### src/rtl/muldiv_pkg.sv
// rtl/muldiv_pkg.sv - shared constants and operand-signedness helpers for the RV32M mul/div unit
package muldiv_pkg;

   localparam int XLEN  = 32;
   localparam int CNT_W = 6;

   localparam logic [2:0] MD_MUL    = 3'b000;
   localparam logic [2:0] MD_MULH   = 3'b001;
   localparam logic [2:0] MD_MULHSU = 3'b010;
   localparam logic [2:0] MD_MULHU  = 3'b011;
   localparam logic [2:0] MD_DIV    = 3'b100;
   localparam logic [2:0] MD_DIVU   = 3'b101;
   localparam logic [2:0] MD_REM    = 3'b110;
   localparam logic [2:0] MD_REMU   = 3'b111;

   localparam logic [1:0] ST_IDLE = 2'd0;
   localparam logic [1:0] ST_CALC = 2'd1;
   localparam logic [1:0] ST_FIN  = 2'd2;

   function automatic logic is_signed_a(input logic [2:0] op);
      return (op == MD_MULH) || (op == MD_MULHSU) || (op == MD_DIV) || (op == MD_REM);
   endfunction

   function automatic logic is_signed_b(input logic [2:0] op);
      return (op == MD_MULH) || (op == MD_DIV) || (op == MD_REM);
   endfunction

endpackage

### src/rtl/muldiv_unit.sv
// rtl/muldiv_unit.sv - iterative RV32M multiply/divide, one bit per cycle, with busy stall and done pulse
module muldiv_unit
   import muldiv_pkg::*;
(
   input  logic            clk,
   input  logic            rst_n,
   input  logic            start,
   input  logic [2:0]      op,
   input  logic [XLEN-1:0] A,
   input  logic [XLEN-1:0] B,
   input  logic            flush,
   output logic            busy,
   output logic            done,
   output logic [XLEN-1:0] result
);

   logic [1:0]        state_q, state_d;
   logic [CNT_W-1:0]  cnt_q, cnt_d;
   logic [2:0]        op_q, op_d;
   logic [2*XLEN-1:0] acc_q, acc_d;
   logic [XLEN:0]     rem_q, rem_d;
   logic [XLEN-1:0]   opb_q, opb_d;
   logic              negq_q, negq_d;
   logic              negr_q, negr_d;
   logic [XLEN-1:0]   result_q, result_d;

   logic              accept;
   logic              neg_a, neg_b;
   logic              div_zero, div_ovf, fast;
   logic [XLEN-1:0]   mag_a, mag_b, fast_val, fin_val, quot, remd;
   logic [XLEN:0]     mul_sum;
   logic [2*XLEN-1:0] mul_acc, div_acc, prod;
   logic [XLEN+1:0]   div_shift, div_trial;
   logic [XLEN:0]     div_rem;

   // Operand conditioning at acceptance: magnitudes plus the special divide cases.
   always_comb begin
      neg_a    = is_signed_a(op) & A[XLEN-1];
      neg_b    = is_signed_b(op) & B[XLEN-1];
      mag_a    = neg_a ? -A : A;
      mag_b    = neg_b ? -B : B;
      div_zero = (B == '0);
      div_ovf  = ((op == MD_DIV) || (op == MD_REM)) &&
                 (A == {1'b1, {(XLEN-1){1'b0}}}) && (B == '1);
      fast     = op[2] && (div_zero || div_ovf);
      if (div_zero) begin
         fast_val = op[1] ? A : '1;
      end else begin
         fast_val = op[1] ? '0 : A;
      end
   end

   // One iteration of each algorithm; acc low half holds multiplier or dividend/quotient.
   always_comb begin
      mul_sum   = {1'b0, acc_q[2*XLEN-1:XLEN]} + (acc_q[0] ? {1'b0, opb_q} : '0);
      mul_acc   = {mul_sum, acc_q[XLEN-1:1]};
      div_shift = {rem_q, acc_q[XLEN-1]};
      div_trial = div_shift - {2'b00, opb_q};
      div_rem   = div_trial[XLEN+1] ? div_shift[XLEN:0] : div_trial[XLEN:0];
      div_acc   = {acc_q[2*XLEN-1:XLEN], acc_q[XLEN-2:0], ~div_trial[XLEN+1]};
      prod      = negq_q ? -mul_acc : mul_acc;
      quot      = negq_q ? -div_acc[XLEN-1:0] : div_acc[XLEN-1:0];
      remd      = negr_q ? -div_rem[XLEN-1:0] : div_rem[XLEN-1:0];
      case (op_q)
         MD_MUL:                       fin_val = prod[XLEN-1:0];
         MD_MULH, MD_MULHSU, MD_MULHU: fin_val = prod[2*XLEN-1:XLEN];
         MD_DIV, MD_DIVU:              fin_val = quot;
         default:                      fin_val = remd;
      endcase
   end

   assign accept = start && !flush && ((state_q == ST_IDLE) || (state_q == ST_FIN));

   always_comb begin
      state_d  = state_q;
      cnt_d    = cnt_q;
      op_d     = op_q;
      acc_d    = acc_q;
      rem_d    = rem_q;
      opb_d    = opb_q;
      negq_d   = negq_q;
      negr_d   = negr_q;
      result_d = result_q;
      case (state_q)
         ST_CALC: begin
            if (flush) begin
               state_d = ST_IDLE;
            end else begin
               cnt_d = cnt_q + 1'b1;
               acc_d = op_q[2] ? div_acc : mul_acc;
               rem_d = div_rem;
               // Final iteration commits the fixed-up result so it is valid in the done cycle.
               if (cnt_q == CNT_W'(XLEN-1)) begin
                  state_d  = ST_FIN;
                  result_d = fin_val;
               end
            end
         end
         default: begin
            state_d = ST_IDLE;
            if (accept) begin
               op_d   = op;
               negq_d = neg_a ^ neg_b;
               negr_d = neg_a;
               cnt_d  = '0;
               opb_d  = op[2] ? mag_b : mag_a;
               acc_d  = {{XLEN{1'b0}}, (op[2] ? mag_a : mag_b)};
               rem_d  = '0;
               if (fast) begin
                  state_d  = ST_FIN;
                  result_d = fast_val;
               end else begin
                  state_d = ST_CALC;
               end
            end
         end
      endcase
   end

   always_ff @(posedge clk or negedge rst_n) begin
      if (!rst_n) begin
         state_q  <= ST_IDLE;
         cnt_q    <= '0;
         op_q     <= '0;
         acc_q    <= '0;
         rem_q    <= '0;
         opb_q    <= '0;
         negq_q   <= 1'b0;
         negr_q   <= 1'b0;
         result_q <= '0;
      end else begin
         state_q  <= state_d;
         cnt_q    <= cnt_d;
         op_q     <= op_d;
         acc_q    <= acc_d;
         rem_q    <= rem_d;
         opb_q    <= opb_d;
         negq_q   <= negq_d;
         negr_q   <= negr_d;
         result_q <= result_d;
      end
   end

   assign busy   = (state_q == ST_CALC);
   assign done   = (state_q == ST_FIN);
   assign result = result_q;

endmodule

### config.mk
export PLATFORM = sky130hd
export DESIGN_NAME = muldiv_unit
export DESIGN_NICKNAME = d
export VERILOG_FILES = /design/src/rtl/muldiv_pkg.sv /design/src/rtl/muldiv_unit.sv
export SDC_FILE = /design/constraint.sdc
export NUM_CORES = 1
export LEC_CHECK = 0
export CAP_MARGIN = 20
export CORE_ASPECT_RATIO = 1.2
export CORE_MARGIN = 2
export CORE_UTILIZATION = 35
export CTS_CLUSTER_DIAMETER = 150
export CTS_CLUSTER_SIZE = 20
export DETAILED_ROUTE_END_ITERATION = 7
export GPL_TIMING_DRIVEN = 0
export HOLD_SLACK_MARGIN = 0.02
export PLACE_DENSITY = 0.5
export SLEW_MARGIN = 40
export SYNTH_ARGS = -nofsm -noshare
export SYNTH_HDL_FRONTEND = slang
export SYNTH_SLANG_ARGS = --single-unit
### constraint.sdc
create_clock -name clk -period 8 [get_ports clk]
set_input_delay 1.2 -clock clk [delete_from_list [all_inputs] [get_ports clk]]
set_output_delay 1.2 -clock clk [all_outputs]
set_load 0.02 [all_outputs]
Word-level counts from Yosys, hierarchy flattened
Index checks and enable logic that the tools add are counted.
Widths: inputs -> output; s select.

operators by class
  add/subtract/negate cells = 8
  multiply operators = 0
  div/mod/pow operators = 0
  magnitude comparators = 0
  eq/ne operators = 18
  shifts and indexed selects = 0
  mux-type cells = 33
  bitwise gates (word level) = 5
  reductions and logical operators = 25

operator list
  cell                  number
  $mux 32               15
  $mux 64               5
  $mux 33               4
  $neg 32->32           4
  $pmux 32 s3           1
  $eq 32x32->1 const B  2
  $neg 64->64           1
  $sub 34x32->34        1
  $add 32x32->33        1
  $logic_not 32->1      1
  $mux 6                3
  $eq 3x3->1 const B    4
  $mux 2                5
  $eq 3x2->1 const B    3
  $logic_or 1x1->1      8
  $add 6x1->6 const B   1
  $eq 3x1->1 const B    2
  $eq 6x5->1 const B    1
  $logic_and 1x1->1     5
  $ne 2x2->1 const B    2
  $reduce_and 2->1      2
  $reduce_and 4->1      1
  $reduce_bool 2->1     2
  $logic_not 3->1       1
  12 further kinds      14

word-level totals
  bits in registers = 174
  bits in latches = 0
  RAM bits = 0
  memory bits (read-only) = 0
  bits of input ports = 71
  output and inout port bits = 34
  memories kept = 0

Longest topological paths before layout
  word-level depth = 9
  mapped depth = 26
  mapped depth without buffers = 21

Least setup slack after synthesis
Ideal clock, no wire load.

  path kind = register to register
  from = register rem_q[7]
  to = register result_q[22], in the netlist result[22]
  library setup time = 0.128 ns
  arrival time = 5.304 ns
  required time = 7.872 ns
  path slack = 2.568 ns
  cell stages (with the launch flop) = 25
  period minus slack after synthesis = 5.432 ns
  cell sequence = dfrtp_1 > ha_1 > buf_6 > nand2_2 > or3_4 > a2111oi_4 > o311a_4 > o21a_1 > buf_6 > nor2_4 > inv_2 > clkbuf_1 > clkbuf_1 > buf_1 > nor2_1 > a21oi_1 > ha_1 > inv_1 > or4_1 > mux2i_1 > nand4_1 > o41ai_1 > xor2_1 > a221oi_1 > nor3_1

on the way
  word-level cells in the longest chain between the ends = 8
  elaborated cells between the ends (all ways) = 11
  those cells by class = 3 x add/sub; 7 x mux; 1 x bitwise

RTL lines
  item                                         line                                  text
  start: declaration                           muldiv_unit.sv:21                     logic [XLEN:0] rem_q, rem_d;
  start signal: assignment                     muldiv_unit.sv:136                    rem_q <= rem_d;
  $sub 34x32->34                               muldiv_unit.sv:58                     div_trial = div_shift - {2'b00, opb_q};
  $mux 33 / $not 1->1 (equally long branches)  muldiv_unit.sv:59, muldiv_unit.sv:60
  $neg 32->32 (on tied branches)               muldiv_unit.sv:63, muldiv_unit.sv:62
  $mux 32 (on tied branches)                   muldiv_unit.sv:63, muldiv_unit.sv:62
  $pmux 32 s3 *                                muldiv_unit.sv:64                     case (op_q)
  $mux 32 *                                    muldiv_unit.sv:93                     if (cnt_q == CNT_W'(XLEN-1)) begin
  $mux 32 *                                    muldiv_unit.sv:86                     if (flush) begin
  $mux 32 *                                    muldiv_unit.sv:84                     case (state_q)
  end signal: assignment                       muldiv_unit.sv:140                    result_q <= result_d;
  end: declaration                             muldiv_unit.sv:25                     logic [XLEN-1:0] result_q, result_d;

Mark *: on every way between the ends. The rest lies on a longest branch, timed or not. The select of a mux whose other input is x is not followed.
A chain may end at the register's enable or synchronous reset.

Worst setup path after layout
  from = register acc_q[31]
  to = register result_q[22], in the netlist result[22]

on the way
  word-level cells in the longest chain between the ends = 8
  elaborated cells between the ends (all ways) = 13
  those cells by class = 4 x add/sub; 8 x mux; 1 x bitwise

RTL lines
  item                                         line                                  text
  start: declaration                           muldiv_unit.sv:20                     logic [2*XLEN-1:0] acc_q, acc_d;
  start signal: assignment                     muldiv_unit.sv:125                    acc_q <= '0;
  start signal: assignment                     muldiv_unit.sv:135                    acc_q <= acc_d;
  $sub 34x32->34                               muldiv_unit.sv:58
  $mux 33 / $not 1->1 (equally long branches)  muldiv_unit.sv:59, muldiv_unit.sv:60
  $neg 32->32 (on tied branches)               muldiv_unit.sv:63, muldiv_unit.sv:62
  $mux 32 (on tied branches)                   muldiv_unit.sv:63, muldiv_unit.sv:62
  $pmux 32 s3 *                                muldiv_unit.sv:64
  $mux 32 *                                    muldiv_unit.sv:93
  $mux 32 *                                    muldiv_unit.sv:86
  $mux 32 *                                    muldiv_unit.sv:84

Marks and branches as above.

==> summary.md <==
| Metric | Value |
|---|---|
| Clock sinks | `between 150 and 200` |
| Req. time, crit path | `between 8 and 9 ns` |
| Clock skew | `approximately 0.015 ns` |
| Critical path's slowest cell | `dfrtp_1` |
| Crit-path max FO | `10` |
| Data arrival, critical path | `between 8 and 9 ns` |
| Crit Path Category | `flop to flop` |
| Post-synthesis simple-gate area fraction | `22.5%` |
| Status | `finished clean` |
| Post-synthesis sequential area ratio | `between 20% and 30%` |
| Number of enable flip-flop cells after synthesis | `0` |
| Nets | `between 2k and 3k` |
| Cts bufs inserted | `17` |
| Min cycle time layout | `approximately 7.9 ns` |
| Post-synth ARST share | `100%` |
| Setup Buffers After CTS | `0` |
| Synth top area cells | `dfrtp_1, xnor2_1, o21ai_0` |
| FF-to-FF Start | `acc_q[31]$_DFFE_PN0P_` |
| CP endpoint kind | `flop` |
| Core footprint | `between 0.05 and 0.06 mm²` |
| Post-Syn Area | `0.0180 mm²` |
| Setup TNS Final | `0 ns` |
| Synth top area share | `between 20 and 25%` |
| Hold Path Class | `flop to flop` |
| Final HPWL DP | `slightly above 70000 µm` |
| Mapped Avg Cell Area | `around 7.4 µm²` |
| Clock Tree Buf Depth | `2` |
| Die area | `0.0534 mm²` |
| Worst Reg2Reg Path Length in Cells | `24` |
| Final wirelength | `87400 µm` |
| Final Hold Fails | `0` |
| Primary FF master, synth | `dfrtp_1` |
| Crit path launch type | `flop` |
| Slowest cell delay on critical path | `0.79 ns` |
| Count leader, synth | `nand2_1` |
| Vias in the first global route | `18.6k` |
| Endpoints failing setup | `0` |
| Die W | `~210 µm` |
| PwrDens | `approximately 270 mW/mm²` |
| Beginning of the worst hold path | `opb_q[16]$_DFFE_PN0P_` |
| Via density | `about 6.0` |
| Compound-Gate Fraction of Synth Area | `between 20% and 30%` |
| Root Buffer | `clkbuf_16` |
| Main combinational cell family by area after synthesis | `compound AO/OA/AOI/OAI gates` |
| Mapped Nets | `roughly 2.6k` |
| Gr usage total | `32.5%` |
| Peak VDD IR | `about 0.14 mV` |
| Worst-margin pin slew | `between 0.9 and 1 ns` |
| Total vias in the final route | `around 19k` |
| Yosys warns | `0` |
| Worst setup path end | `result[22]$_DFFE_PN0P_` |
| GP Congestion | `about 1.0` |
| Mux share of post-synthesis cell area | `between 4 and 5%` |
| Port bufs | `between 100 and 150` |
| #FFs+latches synth | `approximately 170` |
| Upper clock frequency limit | `approximately 130 MHz` |
| Leakage | `0.00834 µW` |
| WHS | `between 0.4 and 0.5 ns` |
| Detail Route Antenna Nets | `0` |
| Reg clk slew, reported paths | `roughly 0.080 ns` |
| GRT overflow | `0` |
| CTS tree | `built` |
| First-pass GRT wire length | `126000 µm` |
| Die H | `around 250 µm` |
| Rows | `91` |
| Clock Latency Late Sink | `about 0.47 ns` |
| Boundary pin count | `roughly 110` |
| Max Cap Violations | `0` |
| CP Launch Point | `acc_q[31]$_DFFE_PN0P_` |
| Unique masters post-synth | `92` |
| Leading area contributor after synthesis | `dfrtp_1` |
| Routed WL per cell | `27.1 µm` |
| Number of fill cells | `5354` |
| Synth Area in XOR/XNOR | `between 10% and 20%` |
| Worst R2R End | `result[22]$_DFFE_PN0P_` |
| Cells after Synth | `2434` |
| Final Max Tran Viols | `0` |
| Initial Util | `about a third` |
| Crit path cell chain | `inv_1 -> ha_1 -> nor2b_1 -> o2111ai_1 -> a2111oi_4 -> o311a_4 -> o21a_1 -> buf_6 -> nor2_4 -> inv_2 -> clkbuf_2 -> clkbuf_2 -> buf_2 -> nor2_1 -> a21oi_1 -> ha_1 -> inv_1 -> or4_1 -> mux2i_1 -> nand4_1 -> o41ai_1 -> xor2_1 -> a221oi_1 -> nor3_1` |
| Initial antenna violation count | `0` |
| Part of the cycle the worst path needs | `98.3%` |
| Detailed Route Iter0 Violations | `between 1.5k and 2k` |
| H-tree Lvls | `4` |
| Slew HR | `33.7%` |
| Share of layout cells above drive strength 1 | `under 10%` |
| Post-synth top cells | `nand2_1, nor2_1, o21ai_0` |
| DRT Pass-1 Iters | `7` |
| Largest net degree at the start of global routing | `69` |
| Synth Area in Adders | `6.70%` |
| R2R setup slack | `roughly 0.14 ns` |
| Area added between synthesis and finish | `14.4%` |
| Post-route DRC | `0` |
| Unrepaired setup endpoints after global routing | `false` |
## registers in the layout, indices dropped and copies added (netlist names)
name / count
acc_q: 64
rem_q: 33
opb_q: 32
result: 32
cnt_q: 6
op_q: 3
state_q: 2
negq_q: 1
negr_q: 1
## logic make-up after synthesis
family / Yosys count
compound gates: 734
flops: 174
mux: 89
simple gates: 873
xor+xnor: 223
fa+ha+maj: 101
buf+inv: 240
## cells in the final DEF, fill, tap and decap left out, drive strengths merged, types with 16 or more instances in the layout
cell and instances:
buf 37, a21oi 201, inv 72, and2 25
a221oi 25, xor2 84, nor2 241, o211ai 20
nor3 84, nand4 22, ha 71, nand3 68
a31oi 21, nand2b 16, xnor2 139, a211oi 20
o21ai 235, maj3 28, nor4 26, o31ai 39
a21o 30, clkdlybuf4s50 102, clkbuf 156, o41ai 16
mux2i 84, nand2 299, dfrtp 174, or3 27
o21a 28
## layer usage
layer	GRT usage, %	share of wire [%]	vias to the layer above
met5	0	0	-
li1	-	-	9029
met2	54.9	47	789
met3	2.63	4.7	204
met4	22.9	7.9	0
met1	39.1	40	9336
## power breakdown
group          internal (µW)  switching [µW]  leakage (µW)
sequential              1020             114       0.00227
clock                    535             433      0.000311
combinational           1060            2310       0.00576
## what timing repair did
item	4_1_cts	5_1_grt
pin swaps	0	0
gates resized for setup	2	2
hold buffers	0	0
setup endpoints to repair	7	1
## through the flow
stage	utilization (%)	total power, µW	std cells	area, µm²	setup slack [ns]
2_1_floorplan	-	3260	2434	18000	2.57
3_3_place_gp	38.9	4410	3188	19900	-2.17
3_5_place_dp	39.1	4420	3190	20000	-0.583
4_1_cts	40.4	5410	3221	20600	0.164
5_1_grt	40.4	5760	3221	20600	0.120
6_report	40.4	5480	3222	20600	0.135
## cell type report
class / instances / area [µm²] / share of cell area (%)
multi-input cells: 2020 / 12800 / 62.0
diodes: 1 / 2.50 / 0.0121
flip-flops and latches: 174 / 4350 / 21.1
well taps: 651 / 815 / 3.95
inverters: 66 / 248 / 1.20
clock inverters: 15 / 224 / 1.08
plain buffers: 173 / 694 / 3.36
clock buffers: 17 / 425 / 2.06
repair buffers: 105 / 1090 / 5.28
## worst min-delay path by stage
stage | slack [ns] | cells past startpoint | to
6_report | 0.49 | 2 | opb_q[16]$_DFFE_PN0P_
5_1_grt | 0.52 | 2 | opb_q[10]$_DFFE_PN0P_
4_1_cts | 0.49 | 2 | opb_q[16]$_DFFE_PN0P_
3_5_place_dp | 0.47 | 2 | opb_q[16]$_DFFE_PN0P_
3_3_place_gp | 0.46 | 2 | opb_q[10]$_DFFE_PN0P_
2_1_floorplan | 0.45 | 2 | opb_q[10]$_DFFE_PN0P_
## worst max-delay path: cells and delay by family (launching register included)
kind                       cells  cell delay [ns]
AOI/OAI and AO/OA              7             2.58
xor gates and xnor gates       1             0.25
adders and majority gates      2             0.57
buffers and inverters          7             1.92
DFF                            1             0.79
muxes                          1             0.35
and+or+nand+nor                6             1.26
No activity file was read; power rests on OpenSTA's default activity.
